$ cat src/rtl/ls_dma_copy_if.sv
// rtl/ls_dma_copy_if.sv - command, status and local-store port bundle for ls_dma_copy
//
// Groups every non-clock/reset signal of the copy engine.
//   master : the command issuer plus the data memory (drives cmd_*, cmd_abort, mem_rdata)
//   slave  : the copy engine (drives cmd_ready, status outputs and mem_en_wr/mem_addr/mem_wdata)
//
//   cmd_valid/cmd_ready     command handshake
//   cmd_src/cmd_dst/cmd_len first source, first destination, quadword count
//   cmd_abort               stop the running transfer
//   busy/done/err/aborted   status; err and aborted qualify the done pulse
//   remaining               quadwords still to be written
//   mem_en_wr/mem_addr      memory write enable and word address
//   mem_wdata/mem_rdata     write data / read data (read data one cycle after address)

interface ls_dma_copy_if #(
    parameter int DATA_WIDTH = 128,
    parameter int ADDR_WIDTH = 7,
    parameter int LEN_WIDTH  = ADDR_WIDTH + 1
);
    logic                  cmd_valid;
    logic                  cmd_ready;
    logic [ADDR_WIDTH-1:0] cmd_src;
    logic [ADDR_WIDTH-1:0] cmd_dst;
    logic [LEN_WIDTH-1:0]  cmd_len;
    logic                  cmd_abort;
    logic                  busy;
    logic                  done;
    logic                  err;
    logic                  aborted;
    logic [LEN_WIDTH-1:0]  remaining;
    logic                  mem_en_wr;
    logic [ADDR_WIDTH-1:0] mem_addr;
    logic [DATA_WIDTH-1:0] mem_wdata;
    logic [DATA_WIDTH-1:0] mem_rdata;

    modport master (
        output cmd_valid, cmd_src, cmd_dst, cmd_len, cmd_abort, mem_rdata,
        input  cmd_ready, busy, done, err, aborted, remaining,
               mem_en_wr, mem_addr, mem_wdata
    );

    modport slave (
        input  cmd_valid, cmd_src, cmd_dst, cmd_len, cmd_abort, mem_rdata,
        output cmd_ready, busy, done, err, aborted, remaining,
               mem_en_wr, mem_addr, mem_wdata
    );
endinterface

$ cat src/rtl/ls_dma_copy.sv
// rtl/ls_dma_copy.sv - command-driven local-store quadword copy engine (memmove semantics)
//
// Copies cmd_len quadwords from cmd_src to cmd_dst over one read/write port of the
// local store, alternating a read cycle (RD) and a write cycle (WR) per quadword.
// Overlapping ranges are handled by copying downwards when dst > src.
//
// Ports:
//   clk    single clock, posedge
//   rst_n  asynchronous active-low reset
//   bus    ls_dma_copy_if.slave: command handshake, status, memory port

module ls_dma_copy #(
    parameter int DATA_WIDTH = 128,
    parameter int ADDR_WIDTH = 7,
    parameter int LEN_WIDTH  = ADDR_WIDTH + 1
) (
    input  logic         clk,
    input  logic         rst_n,
    ls_dma_copy_if.slave bus
);

    typedef enum logic [1:0] {
        IDLE = 2'd0,
        RD   = 2'd1,
        WR   = 2'd2,
        FIN  = 2'd3
    } state_t;

    localparam logic [ADDR_WIDTH-1:0] ADDR_ONE = ADDR_WIDTH'(1);
    localparam logic [LEN_WIDTH-1:0]  LEN_ONE  = LEN_WIDTH'(1);
    localparam logic [LEN_WIDTH-1:0]  LEN_MAX  = LEN_WIDTH'(2 ** ADDR_WIDTH);

    state_t                state;
    state_t                state_next;
    logic [ADDR_WIDTH-1:0] src_ptr;
    logic [ADDR_WIDTH-1:0] dst_ptr;
    logic [LEN_WIDTH-1:0]  remaining_q;
    logic                  descending;
    logic                  err_q;
    logic                  abort_q;

    logic                  accept;
    logic                  len_zero;
    logic                  len_bad;
    logic                  step;
    logic [ADDR_WIDTH-1:0] len_low;

    assign accept   = bus.cmd_valid && (state == IDLE);
    assign len_zero = (bus.cmd_len == '0);
    assign len_bad  = (bus.cmd_len > LEN_MAX);
    assign len_low  = bus.cmd_len[ADDR_WIDTH-1:0];

    always_ff @(posedge clk or negedge rst_n) begin
        if (!rst_n) begin
            state <= IDLE;
        end else begin
            state <= state_next;
        end
    end

    // Next state; step marks the end of a WR cycle, when a word has been written.
    always_comb begin
        state_next = state;
        step       = 1'b0;
        case (state)
            IDLE: begin
                if (bus.cmd_valid) begin
                    state_next = (len_zero || len_bad) ? FIN : RD;
                end
            end
            RD: begin
                state_next = bus.cmd_abort ? FIN : WR;
            end
            WR: begin
                step       = 1'b1;
                state_next = (bus.cmd_abort || remaining_q == LEN_ONE) ? FIN : RD;
            end
            FIN: begin
                state_next = IDLE;
            end
            default: begin
                state_next = IDLE;
            end
        endcase
    end

    // Pointers, count and completion qualifiers.
    // A length of 2**ADDR_WIDTH has zero low bits, so src+len-1 reduces to src-1,
    // which is the correct modular start for a full-ring descending copy.
    always_ff @(posedge clk or negedge rst_n) begin
        if (!rst_n) begin
            src_ptr     <= '0;
            dst_ptr     <= '0;
            remaining_q <= '0;
            descending  <= 1'b0;
            err_q       <= 1'b0;
            abort_q     <= 1'b0;
        end else if (accept) begin
            remaining_q <= bus.cmd_len;
            err_q       <= len_bad;
            abort_q     <= 1'b0;
            if (bus.cmd_dst > bus.cmd_src) begin
                descending <= 1'b1;
                src_ptr    <= bus.cmd_src + len_low - ADDR_ONE;
                dst_ptr    <= bus.cmd_dst + len_low - ADDR_ONE;
            end else begin
                descending <= 1'b0;
                src_ptr    <= bus.cmd_src;
                dst_ptr    <= bus.cmd_dst;
            end
        end else begin
            if (step) begin
                remaining_q <= remaining_q - LEN_ONE;
                src_ptr     <= descending ? src_ptr - ADDR_ONE : src_ptr + ADDR_ONE;
                dst_ptr     <= descending ? dst_ptr - ADDR_ONE : dst_ptr + ADDR_ONE;
            end
            if ((state == RD || state == WR) && bus.cmd_abort) begin
                abort_q <= 1'b1;
            end
        end
    end

    // All outputs decode from registered state; write data passes the word read in the
    // preceding RD straight through to the write port.
    assign bus.cmd_ready = (state == IDLE);
    assign bus.busy      = (state == RD) || (state == WR);
    assign bus.done      = (state == FIN);
    assign bus.err       = (state == FIN) && err_q;
    assign bus.aborted   = (state == FIN) && abort_q;
    assign bus.remaining = remaining_q;
    assign bus.mem_en_wr = (state == WR);
    assign bus.mem_addr  = (state == RD) ? src_ptr :
                           (state == WR) ? dst_ptr : '0;
    assign bus.mem_wdata = (state == WR) ? bus.mem_rdata : '0;

endmodule

$ cat src/flat_wrapper.sv
// flat-port wrapper written by rule: the top's interface ports become plain ports
module ls_dma_copy_flat 
#(
    parameter int DATA_WIDTH = 128,
    parameter int ADDR_WIDTH = 7,
    parameter int LEN_WIDTH  = ADDR_WIDTH + 1
)
  (clk, rst_n, bus_cmd_valid, bus_cmd_src, bus_cmd_dst, bus_cmd_len, bus_cmd_abort, bus_mem_rdata, bus_cmd_ready, bus_busy, bus_done, bus_err, bus_aborted, bus_remaining, bus_mem_en_wr, bus_mem_addr, bus_mem_wdata);
  ls_dma_copy_if #(.DATA_WIDTH(DATA_WIDTH), .ADDR_WIDTH(ADDR_WIDTH), .LEN_WIDTH(LEN_WIDTH)) bus_i ();
  input  logic clk;
  input  logic rst_n;
  input wire logic [$bits(bus_i.cmd_valid)-1:0] bus_cmd_valid;
  input wire logic [$bits(bus_i.cmd_src)-1:0] bus_cmd_src;
  input wire logic [$bits(bus_i.cmd_dst)-1:0] bus_cmd_dst;
  input wire logic [$bits(bus_i.cmd_len)-1:0] bus_cmd_len;
  input wire logic [$bits(bus_i.cmd_abort)-1:0] bus_cmd_abort;
  input wire logic [$bits(bus_i.mem_rdata)-1:0] bus_mem_rdata;
  output wire logic [$bits(bus_i.cmd_ready)-1:0] bus_cmd_ready;
  output wire logic [$bits(bus_i.busy)-1:0] bus_busy;
  output wire logic [$bits(bus_i.done)-1:0] bus_done;
  output wire logic [$bits(bus_i.err)-1:0] bus_err;
  output wire logic [$bits(bus_i.aborted)-1:0] bus_aborted;
  output wire logic [$bits(bus_i.remaining)-1:0] bus_remaining;
  output wire logic [$bits(bus_i.mem_en_wr)-1:0] bus_mem_en_wr;
  output wire logic [$bits(bus_i.mem_addr)-1:0] bus_mem_addr;
  output wire logic [$bits(bus_i.mem_wdata)-1:0] bus_mem_wdata;
  assign bus_i.cmd_valid = bus_cmd_valid;
  assign bus_i.cmd_src = bus_cmd_src;
  assign bus_i.cmd_dst = bus_cmd_dst;
  assign bus_i.cmd_len = bus_cmd_len;
  assign bus_i.cmd_abort = bus_cmd_abort;
  assign bus_i.mem_rdata = bus_mem_rdata;
  assign bus_cmd_ready = bus_i.cmd_ready;
  assign bus_busy = bus_i.busy;
  assign bus_done = bus_i.done;
  assign bus_err = bus_i.err;
  assign bus_aborted = bus_i.aborted;
  assign bus_remaining = bus_i.remaining;
  assign bus_mem_en_wr = bus_i.mem_en_wr;
  assign bus_mem_addr = bus_i.mem_addr;
  assign bus_mem_wdata = bus_i.mem_wdata;
  ls_dma_copy #(.DATA_WIDTH(DATA_WIDTH), .ADDR_WIDTH(ADDR_WIDTH), .LEN_WIDTH(LEN_WIDTH)) u_core (.clk(clk), .rst_n(rst_n), .bus(bus_i));
endmodule
$ cat config.mk
export PLATFORM = sky130hd
export DESIGN_NAME = ls_dma_copy_flat
export DESIGN_NICKNAME = d
export VERILOG_FILES = /design/src/rtl/ls_dma_copy_if.sv /design/src/rtl/ls_dma_copy.sv /design/src/flat_wrapper.sv
export SDC_FILE = /design/constraint.sdc
export NUM_CORES = 1
export LEC_CHECK = 0
export BUFFER_PORTS_ARGS = -buffer_cell sky130_fd_sc_hd__buf_2
export CAP_MARGIN = 40
export CORE_AREA = 2 2 117 119
export DETAILED_ROUTE_END_ITERATION = 6
export DIE_AREA = 0 0 119 121
export SYNTH_ARGS = -nofsm -noshare
export SYNTH_HDL_FRONTEND = slang
export SYNTH_SLANG_ARGS = --single-unit
$ cat constraint.sdc
create_clock -name clk -period 4.4 [get_ports clk]
set_clock_uncertainty 0.05 [all_clocks]
set_input_delay 0.44 -clock clk [delete_from_list [all_inputs] [get_ports clk]]
set_output_delay 0.44 -clock clk [all_outputs]
set_load 0.01 [all_outputs]
After elaboration in Yosys (flattened, before gate mapping)
Cells that the tools add are included.
- equality and inequality tests: 5
- add/sub/neg operators: 9
- $lt $le $gt $ge: 2
- reductions and logical operators: 11
- mux-type cells: 22
- operator list (kind ; number):
    2-to-1 mux 128 bit ; 1
    2-to-1 mux 7 bit ; 10
    subtractor 7 x 1 -> 7 bit, second input constant ; 4
    2-to-1 mux 8 bit ; 2
    adder 7 x 1 -> 7 bit, second input constant ; 2
    adder 7 bit ; 2
    equality test 8 x 1 -> 1 bit, second input constant ; 1
    greater-than comparator 8 bit, second input constant ; 1
    zero test 8 bit ; 1
    case mux 2 bit (4 select lines) ; 1
    subtractor 8 x 1 -> 8 bit, second input constant ; 1
    greater-than comparator 7 bit ; 1
    2-to-1 mux 2 bit ; 3
    2-to-1 mux 1 bit ; 5
    equality test 2 bit, second input constant ; 2
    logical AND 1 bit ; 4
    nonzero test 2 bit ; 2
    logical OR 1 bit ; 3
    equality test 2 x 1 -> 1 bit, second input constant ; 1
    zero test 2 bit ; 1
    != test 2 bit, second input constant ; 1
- register bits after elaboration: 27
- input port bits: 154
- word-level logic and storage cells: 56

Logic depth before layout (Yosys ltp)
Gate-level depths: netlist of run 1.
- depth in word-level cells: 5
- depth in mapped cells: 12
- gate-level depth less buffers: 12

Worst setup path before layout of run 1
OpenSTA, ideal clock, no wires.
- path kind: input-to-reg
- from: input bus_cmd_len[2]
- to: register u_core.dst_ptr[6]
- path buffers: 0
- data arrival time: 2.136 ns
- stages on the path: 10
- setup slack: 2.074 ns
- setup time: 0.140 ns
- data required time: 4.210 ns
- path through: inv_1 ha_1 inv_1 ha_1 a211o_1 a21o_1 a21oi_2 xnor2_1 a211oi_1 a211oi_2
- cells in the longest elaborated chain, start to end: 4
- RTL lines (item ; RTL line ; RTL):
    from (decl) ; flat_wrapper.sv:15 ; input wire logic [$bits(bus_i.cmd_len)-1:0] bus_cmd_len;
    adder 7 bit ; ls_dma_copy.sv:105 ; dst_ptr <= bus.cmd_dst + len_low - ADDR_ONE;
    subtractor 7 x 1 -> 7 bit ; ls_dma_copy.sv:105 ;
    2-to-1 mux 7 bit ; ls_dma_copy.sv:102 ; if (bus.cmd_dst > bus.cmd_src) begin
    2-to-1 mux 7 bit ; ls_dma_copy.sv:98 ; end else if (accept) begin
    to (signal assigned) ; ls_dma_copy.sv:105 ;
    to (signal assigned) ; ls_dma_copy.sv:109 ; dst_ptr <= bus.cmd_dst;
    to (signal assigned) ; ls_dma_copy.sv:115 ; dst_ptr <= descending ? dst_ptr - ADDR_ONE : dst_ptr + ADDR_ONE;
    to (decl) ; ls_dma_copy.sv:36 ; logic [ADDR_WIDTH-1:0] dst_ptr;
No other way between the ends.
A chain may end at the register's enable or synchronous reset.

Worst setup path in the final report of run 1
- from: register u_core.state[0]
- to: output bus_mem_wdata[63]
- cells in the longest elaborated chain, start to end: 2
- RTL lines (item ; RTL line ; RTL):
    from (decl) ; ls_dma_copy.sv:33 ; state_t state;
    from (signal assigned) ; ls_dma_copy.sv:57 ; state <= state_next;
    equality test 2 bit ; ls_dma_copy.sv:134 ; assign bus.mem_wdata = (state == WR) ? bus.mem_rdata : '0;
    2-to-1 mux 128 bit ; ls_dma_copy.sv:134 ;
    to (decl) ; flat_wrapper.sv:26 ; output wire logic [$bits(bus_i.mem_wdata)-1:0] bus_mem_wdata;
No other way between the ends.

==> impl_metrics.csv, run 1 <==
group,metric,value,unit
logic_synthesis,ys_top_cells_by_area,"and2_1, dfrtp_1, ha_1",
power,power_density,565,nW/um2
place,numPlacedInstances,951,
detailed_routing,postRouteWirelength,18500,um
logic_synthesis,ys_seq_area_share,18.0,%
grt,grt_pass1_wl,26500,um
logic_synthesis,synthFlopType,"dfrtp_1",
logic_synthesis,synth_top_area_cell,"and2_1",
timing,hold_ws,0.133,ns
logic_synthesis,yosysWarnings,0,
timing,worst_pin_slew,0.779,ns
power,p_sw_share,50.8,%
logic_synthesis,synthCells,495,
final_layout,final_area,5520,um2
detailed_routing,wire_per_inst,19.3,um
final_layout,fillers,1466,
final_layout,layout.nets,983,
outcome,outcome,"complete, no violations",
detailed_routing,drt_iter0_markers,306,
cts,cts_tree,"done",
power,pwr-share-seq,16.9,%
cts,htree_levels,1,
logic_synthesis,mappedNetlistArea,3750,um2
floorplan,io_pins,303,
floorplan,initial_utilization,28.6,%
cts,clk_latency,0.27,ns
logic_synthesis,syn_area_per_cell,7.57,um2
final_layout,final_core_util,42.2,%
logic_synthesis,synthTopCellsByCount,"and2_1, inv_1, ha_1",
grt,grt_pass1_vias,4217,
power,total_power,3.12,mW
timing,rsz0062_at_grt,"no",
floorplan,die_area,14400,um2
worst_hold_path,hp-class,"input pin to asynchronous set/reset pin",
logic_synthesis,synth_top_cell_area_share,21.9,%
final_layout,fin_cells,958,
detailed_routing,vias,4490,
floorplan,die_x,119,um
floorplan,core_area,13100,um2
floorplan,die_h,121,um
timing,fin_crit_sh,66.9,%
power,p_leak,3.17,nW
power,ir_drop,204,uV
place,dp.final_hpwl,16100,um
detailed_routing,dr.pass1.iters,4,
worst_setup_path,worstPathMaxFanout,109,
grt,grt_start_max_net_pins,110,
worst_setup_path,crit_path_end,"bus_mem_wdata[63]",
timing,hold_viol,0,
timing,fin_ws,1.46,ns
logic_synthesis,synth_cell_type_count,44,
place,io_buffers,302,
timing,max-slew-margin-rel,48.1,%
cts,cts_root_buffer,"clkbuf_16",
cts,clkSinkCount,27,
power,comb_power_share,75.9,%
cts,post_cts_buffers,0,
timing,period_minus_slack,2.94,ns
cts,clk_pin_slew,0.08,ns
worst_setup_path,rrSetupSlack,1.53,ns
timing,fmax,340,MHz
power,p_int,1.53,mW
timing,slew_viol_final,0,
worst_setup_path,rr_startpoint,"u_core.state[0]",
run,cap_violations,0,
power,p_clk_share,7.2,%
place,post-place-ws,1.51,ns
detailed_routing,drt_drc_violations_left,0,
logic_synthesis,ys_ff_latch,27,
worst_setup_path,start_kind,"flip-flop",
worst_setup_path,required,3.91,ns
logic_synthesis,synth_enable_flop_cells,0,
cts,cts_resized,0,
worst_setup_path,arrival,2.45,ns
final_layout,area_growth,47.4,%
worst_setup_path,setup.worst_path.start,"u_core.state[0]",
detailed_routing,ant_nets,0,
final_layout,drive_above_1_share,41.1,%
detailed_routing,avgViaCountPerCell,4.69,
grt,grtUsageTotal,24.6,%
logic_synthesis,synth.most_common_cell,"and2_1",
floorplan,fp-row-count,42,
place,place.gp.congestion,0.896,
worst_setup_path,r2r_cells,8,
logic_synthesis,async_flop_share,100,%
worst_setup_path,end_kind,"primary output",
power,switching_power,1.59,mW
logic_synthesis,syn-num-nets,698,
grt,overflow,0,
cts,cts_made_buffers,3,
worst_setup_path,crit_type,"flip-flop to primary output",
timing,finalSetupViolations,0,
grt,antenna_found_initial,4,
cts,cts_buffer_depth,2,
place,postPlaceCellArea,5430,um2
worst_setup_path,r2r_end,"u_core.src_ptr[6]",
cts,cts_hold_buffers,0,
timing,timing.setup.tns,0,ns
==> power groups by stage <==
| stage | registers (mW) | clock network, mW | logic [mW] |
|---|---|---|---|
| 3_5_place_dp | 0.529 | 0 | 2.36 |
| 6_report | 0.526 | 0.224 | 2.37 |
| 2_1_floorplan | 0.509 | 0 | 1.53 |
| 3_3_place_gp | 0.527 | 0 | 2.34 |
| 5_1_grt | 0.546 | 0.235 | 2.63 |
| 4_1_cts | 0.525 | 0.228 | 2.39 |
==> cells in the final DEF (no fill, tap or decap), types with 7 or more instances in the layout <==
| cell | synthesis | layout |
|---|---|---|
| ha_1 | 45 | 44 |
| nor2_1 | 19 | 19 |
| a21o_1 | 7 | 7 |
| and2_1 | 131 | 131 |
| o21ai_0 | 17 | 17 |
| buf_2 | 6 | 302 |
| dfrtp_1 | 27 | 27 |
| nand2_1 | 27 | 27 |
| o21ai_1 | 15 | 15 |
| a211oi_1 | 14 | 14 |
| nor2b_1 | 7 | 7 |
| inv_1 | 52 | 52 |
| xnor2_1 | 16 | 16 |
| a21oi_1 | 18 | 18 |
| nor3_1 | 8 | 8 |
==> kinds of logic (layout without fill, tap and decap cells) <==
| kind of cell | after synthesis | count (layout) | synth area share, % |
|---|---|---|---|
| multiplexers | 2 | 2 | 0.534 |
| buffers and inverters | 79 | 363 | 8.11 |
| AND/OR/NAND/NOR | 212 | 212 | 32.7 |
| adder cells (fa/ha/maj) | 49 | 49 | 17.2 |
| other | 0 | 3 | 0 |
| XOR/XNOR | 22 | 22 | 5.14 |
| AO/OA/AOI/OAI | 104 | 104 | 18.3 |
| flip-flops | 27 | 27 | 18.0 |
==> worst max-delay path: stages (launching register included) <==
cell	delay [ns]
dfrtp_1	0.43
inv_1	0.14
ha_4	0.38
buf_4	0.67
and2_1	0.32
buf_2	0.17
==> state kept, by name, summed over array words and instances, names as in the netlist <==
signal,flops
u_core.abort_q,1
u_core.bus.remaining,8
u_core.descending,1
u_core.dst_ptr,7
u_core.err_q,1
u_core.src_ptr,7
u_core.state,2
==> final cells by class <==
type                            instances  area [um2]  area share, %
Multi-Input combinational cell        389        2780           50.3
Sequential cell                        27         676           12.2
Antenna cell                            3        7.51          0.136
Tap cell                              176         220           3.99
Clock buffer                            3        75.1           1.36
Timing Repair Buffer                  306        1560           28.2
Clock inverter                          1        8.76          0.159
Inverter                               53         199           3.60
==> how the worst min path moves through the flow <==
stage                             from                 endpoint  slack [ns]  depth (start not counted)
final                            rst_n  u_core.bus.remaining[5]        0.13                          1
after global routing             rst_n  u_core.bus.remaining[5]        0.18                          1
after CTS                        rst_n  u_core.bus.remaining[5]        0.15                          1
after detailed placement  u_core.err_q             u_core.err_q        0.43                          2
after global placement    u_core.err_q             u_core.err_q        0.42                          2
after floorplan                  rst_n           u_core.abort_q        0.09                          0
==> routing by layer <==
layer  global-route usage (%)  vias up  share of wire (%)
met5                        0        -              0.054
met1                     37.5     2080                 49
met3                     4.14       11                6.0
met4                     2.68        2               0.89
li1                         -     2217                  -
met2                     37.3      180                 44
(Power assumes the default switching activity.)
==> run 2: changes to the inputs <==
--- a/config.mk
+++ b/config.mk
@@ -7,9 +7,9 @@
 export LEC_CHECK = 0
 export BUFFER_PORTS_ARGS = -buffer_cell sky130_fd_sc_hd__buf_2
 export CAP_MARGIN = 40
-export CORE_AREA = 2 2 117 119
+export CORE_AREA = 2 2 119 121
 export DETAILED_ROUTE_END_ITERATION = 6
-export DIE_AREA = 0 0 119 121
+export DIE_AREA = 0 0 121 123
 export SYNTH_ARGS = -nofsm -noshare
 export SYNTH_HDL_FRONTEND = slang
 export SYNTH_SLANG_ARGS = --single-unit
==> constraint.sdc (replaced) <==
create_clock -name clk -period 3 [get_ports clk]
set_clock_uncertainty 0.05 [all_clocks]
set_input_delay 0.3 -clock clk [delete_from_list [all_inputs] [get_ports clk]]
set_output_delay 0.3 -clock clk [all_outputs]
set_load 0.01 [all_outputs]
==> run 2 against run 1 <==
  * Setup slack lost 0.99 ns
  * Via count hardly changed
  * Design area rose by 0.36%
  * Global-route usage is 1.5 points lower
  * Total power up 49%
  * Utilization fell by 1.5 points
==> impl_metrics.csv, run 2 (same netlist as run 1, synthesis figures left out) <==
group,metric,value,unit
worst_setup_path,crit_type,"flip-flop to primary output",
worst_hold_path,hp-class,"input pin to asynchronous set/reset pin",
worst_setup_path,end_kind,"primary output",
worst_setup_path,crit_chain,"inv_1 -> ha_4 -> inv_2 -> nor2_1 -> a22o_1 -> buf_2",
floorplan,die_x,121,um
worst_setup_path,arrival,2.19,ns
place,place.gp.congestion,0.866,
power,ir_drop,288,uV
timing,slew_viol_final,0,
final_layout,layout_commonest_cell,"buf_2",
floorplan,core_area,13600,um2
final_layout,drive_above_1_share,41.3,%
worst_setup_path,crit_family,"buffers and inverters",
worst_setup_path,slowest_stage,"dfrtp_1",
timing,hold_viol,0,
cts,clkSinkCount,27,
place,dp.final_hpwl,15900,um
detailed_routing,ant_nets,0,
floorplan,die_h,123,um
power,p_leak,3.18,nW
outcome,outcome,"complete, no violations",
power,power_density,840,nW/um2
final_layout,fillers,1504,
grt,grt_pass1_wl,25800,um
grt,grt_start_max_net_pins,76,
timing,worst_pin_slew,0.654,ns
cts,cts_resized,0,
cts,cts_made_buffers,3,
floorplan,die_area,14900,um2
cts,cts_hold_buffers,0,
cts,clk_latency,0.26,ns
timing,rsz0062_at_grt,"no",
detailed_routing,drt_drc_violations_left,0,
grt,grtUsageTotal,23.1,%
worst_setup_path,required,2.65,ns
cts,cts_tree,"done",
cts,htree_levels,1,
grt,grt_pass1_vias,4249,
grt,overflow,0,
place,io_buffers,302,
cts,cts_root_buffer,"clkbuf_16",
final_layout,area_growth,47.9,%
worst_setup_path,max_stage_delay,0.43,ns
worst_setup_path,cp_num_buf_inv,3,
floorplan,initial_utilization,27.5,%
timing,fin_crit_sh,84.5,%
detailed_routing,vias,4489,
detailed_routing,drt_iter0_markers,287,
timing,finalSetupViolations,0,
cts,clk_pin_slew,0.07,ns
worst_setup_path,worstPathMaxFanout,38,
timing,period_minus_slack,2.54,ns
final_layout,largest_reg_flops,8,
detailed_routing,wire_per_inst,18.9,um
detailed_routing,avgViaCountPerCell,4.66,
timing,max-slew-margin-rel,56.4,%
cts,cts_buffer_depth,2,
final_layout,layout.nets,986,
grt,antenna_found_initial,1,
timing,timing.setup.tns,0,ns
run,cap_violations,0,
floorplan,io_pins,303,
final_layout,final_cell_mix,"buf_2, and2_1, inv_1",
power,total_power,4.66,mW
worst_setup_path,start_kind,"flip-flop",
detailed_routing,dr.pass1.iters,6,
timing,fmax,394,MHz
cts,post_cts_buffers,0,
floorplan,fp-row-count,43,
detailed_routing,postRouteWirelength,18200,um
[run 2: changes by cell type in the layout (fill, tap and decap cells not counted), sizes merged]
cell / previous run / this run
diode: 3 / 1
buf: 306 / 309
[run 2: layout make-up]
class	count	area, um2	area share [%]
Tap cell	180	225	4.06
Clock buffer	3	75.1	1.35
Antenna cell	1	2.50	0.0451
Sequential cell	27	676	12.2
Timing Repair Buffer	309	1580	28.4
Clock inverter	1	8.76	0.158
Inverter	53	199	3.59
Multi-Input combinational cell	389	2780	50.2
[run 2: worst paths after layout]
kind	from	to	slack, ns	cells past startpoint
min	rst_n	u_core.bus.remaining[2]	0.003	1
max in group asynchronous	rst_n	u_core.dst_ptr[1]	2.46	1
min reg2reg	u_core.err_q	u_core.err_q	0.43	2
max reg2reg	u_core.dst_ptr[0]	u_core.dst_ptr[6]	0.73	8
min in group clk	bus_cmd_len[2]	u_core.bus.remaining[2]	0.21	3
max	u_core.state[0]	bus_mem_addr[5]	0.46	6
[run 2: power by group]
part	switching (mW)	internal (mW)	total (mW)
sequential	0.217	0.559	0.776
combinational	2.03	1.53	3.56
clock	0.134	0.185	0.319
total	2.38	2.28	4.66
[run 2: routing by layer]
layer	part of all wire [%]	track usage, %
met1	48	34.6
met2	44	36.0
met3	7.2	3.74
met4	0.54	2.25
met5	0.071	0
[run 2: worst reg2reg max path: stages (launching register included)]
cell	delay, ns
dfrtp_1	0.48
inv_1	0.13
fa_1	0.42
nor2b_1	0.21
o31a_1	0.20
nor4_1	0.07
a311oi_1	0.26
xor2_1	0.14
a211oi_2	0.23
[run 2: stage by stage]
step | setup WS [ns] | cells | instance area, um2 | hold slack, ns | util [%]
final | 0.465 | 963 | 5540 | 0.00274 | 40.7
after global routing | 0.304 | 962 | 5540 | 0.0510 | 40.7
after CTS | 0.433 | 962 | 5540 | 0.0299 | 40.7
after detailed placement | 0.599 | 958 | 5460 | 0.317 | 40.1
after global placement | 0.620 | 958 | 5460 | 0.315 | 40.1
after floorplan | 0.724 | 495 | 3750 | -0.0456 | -
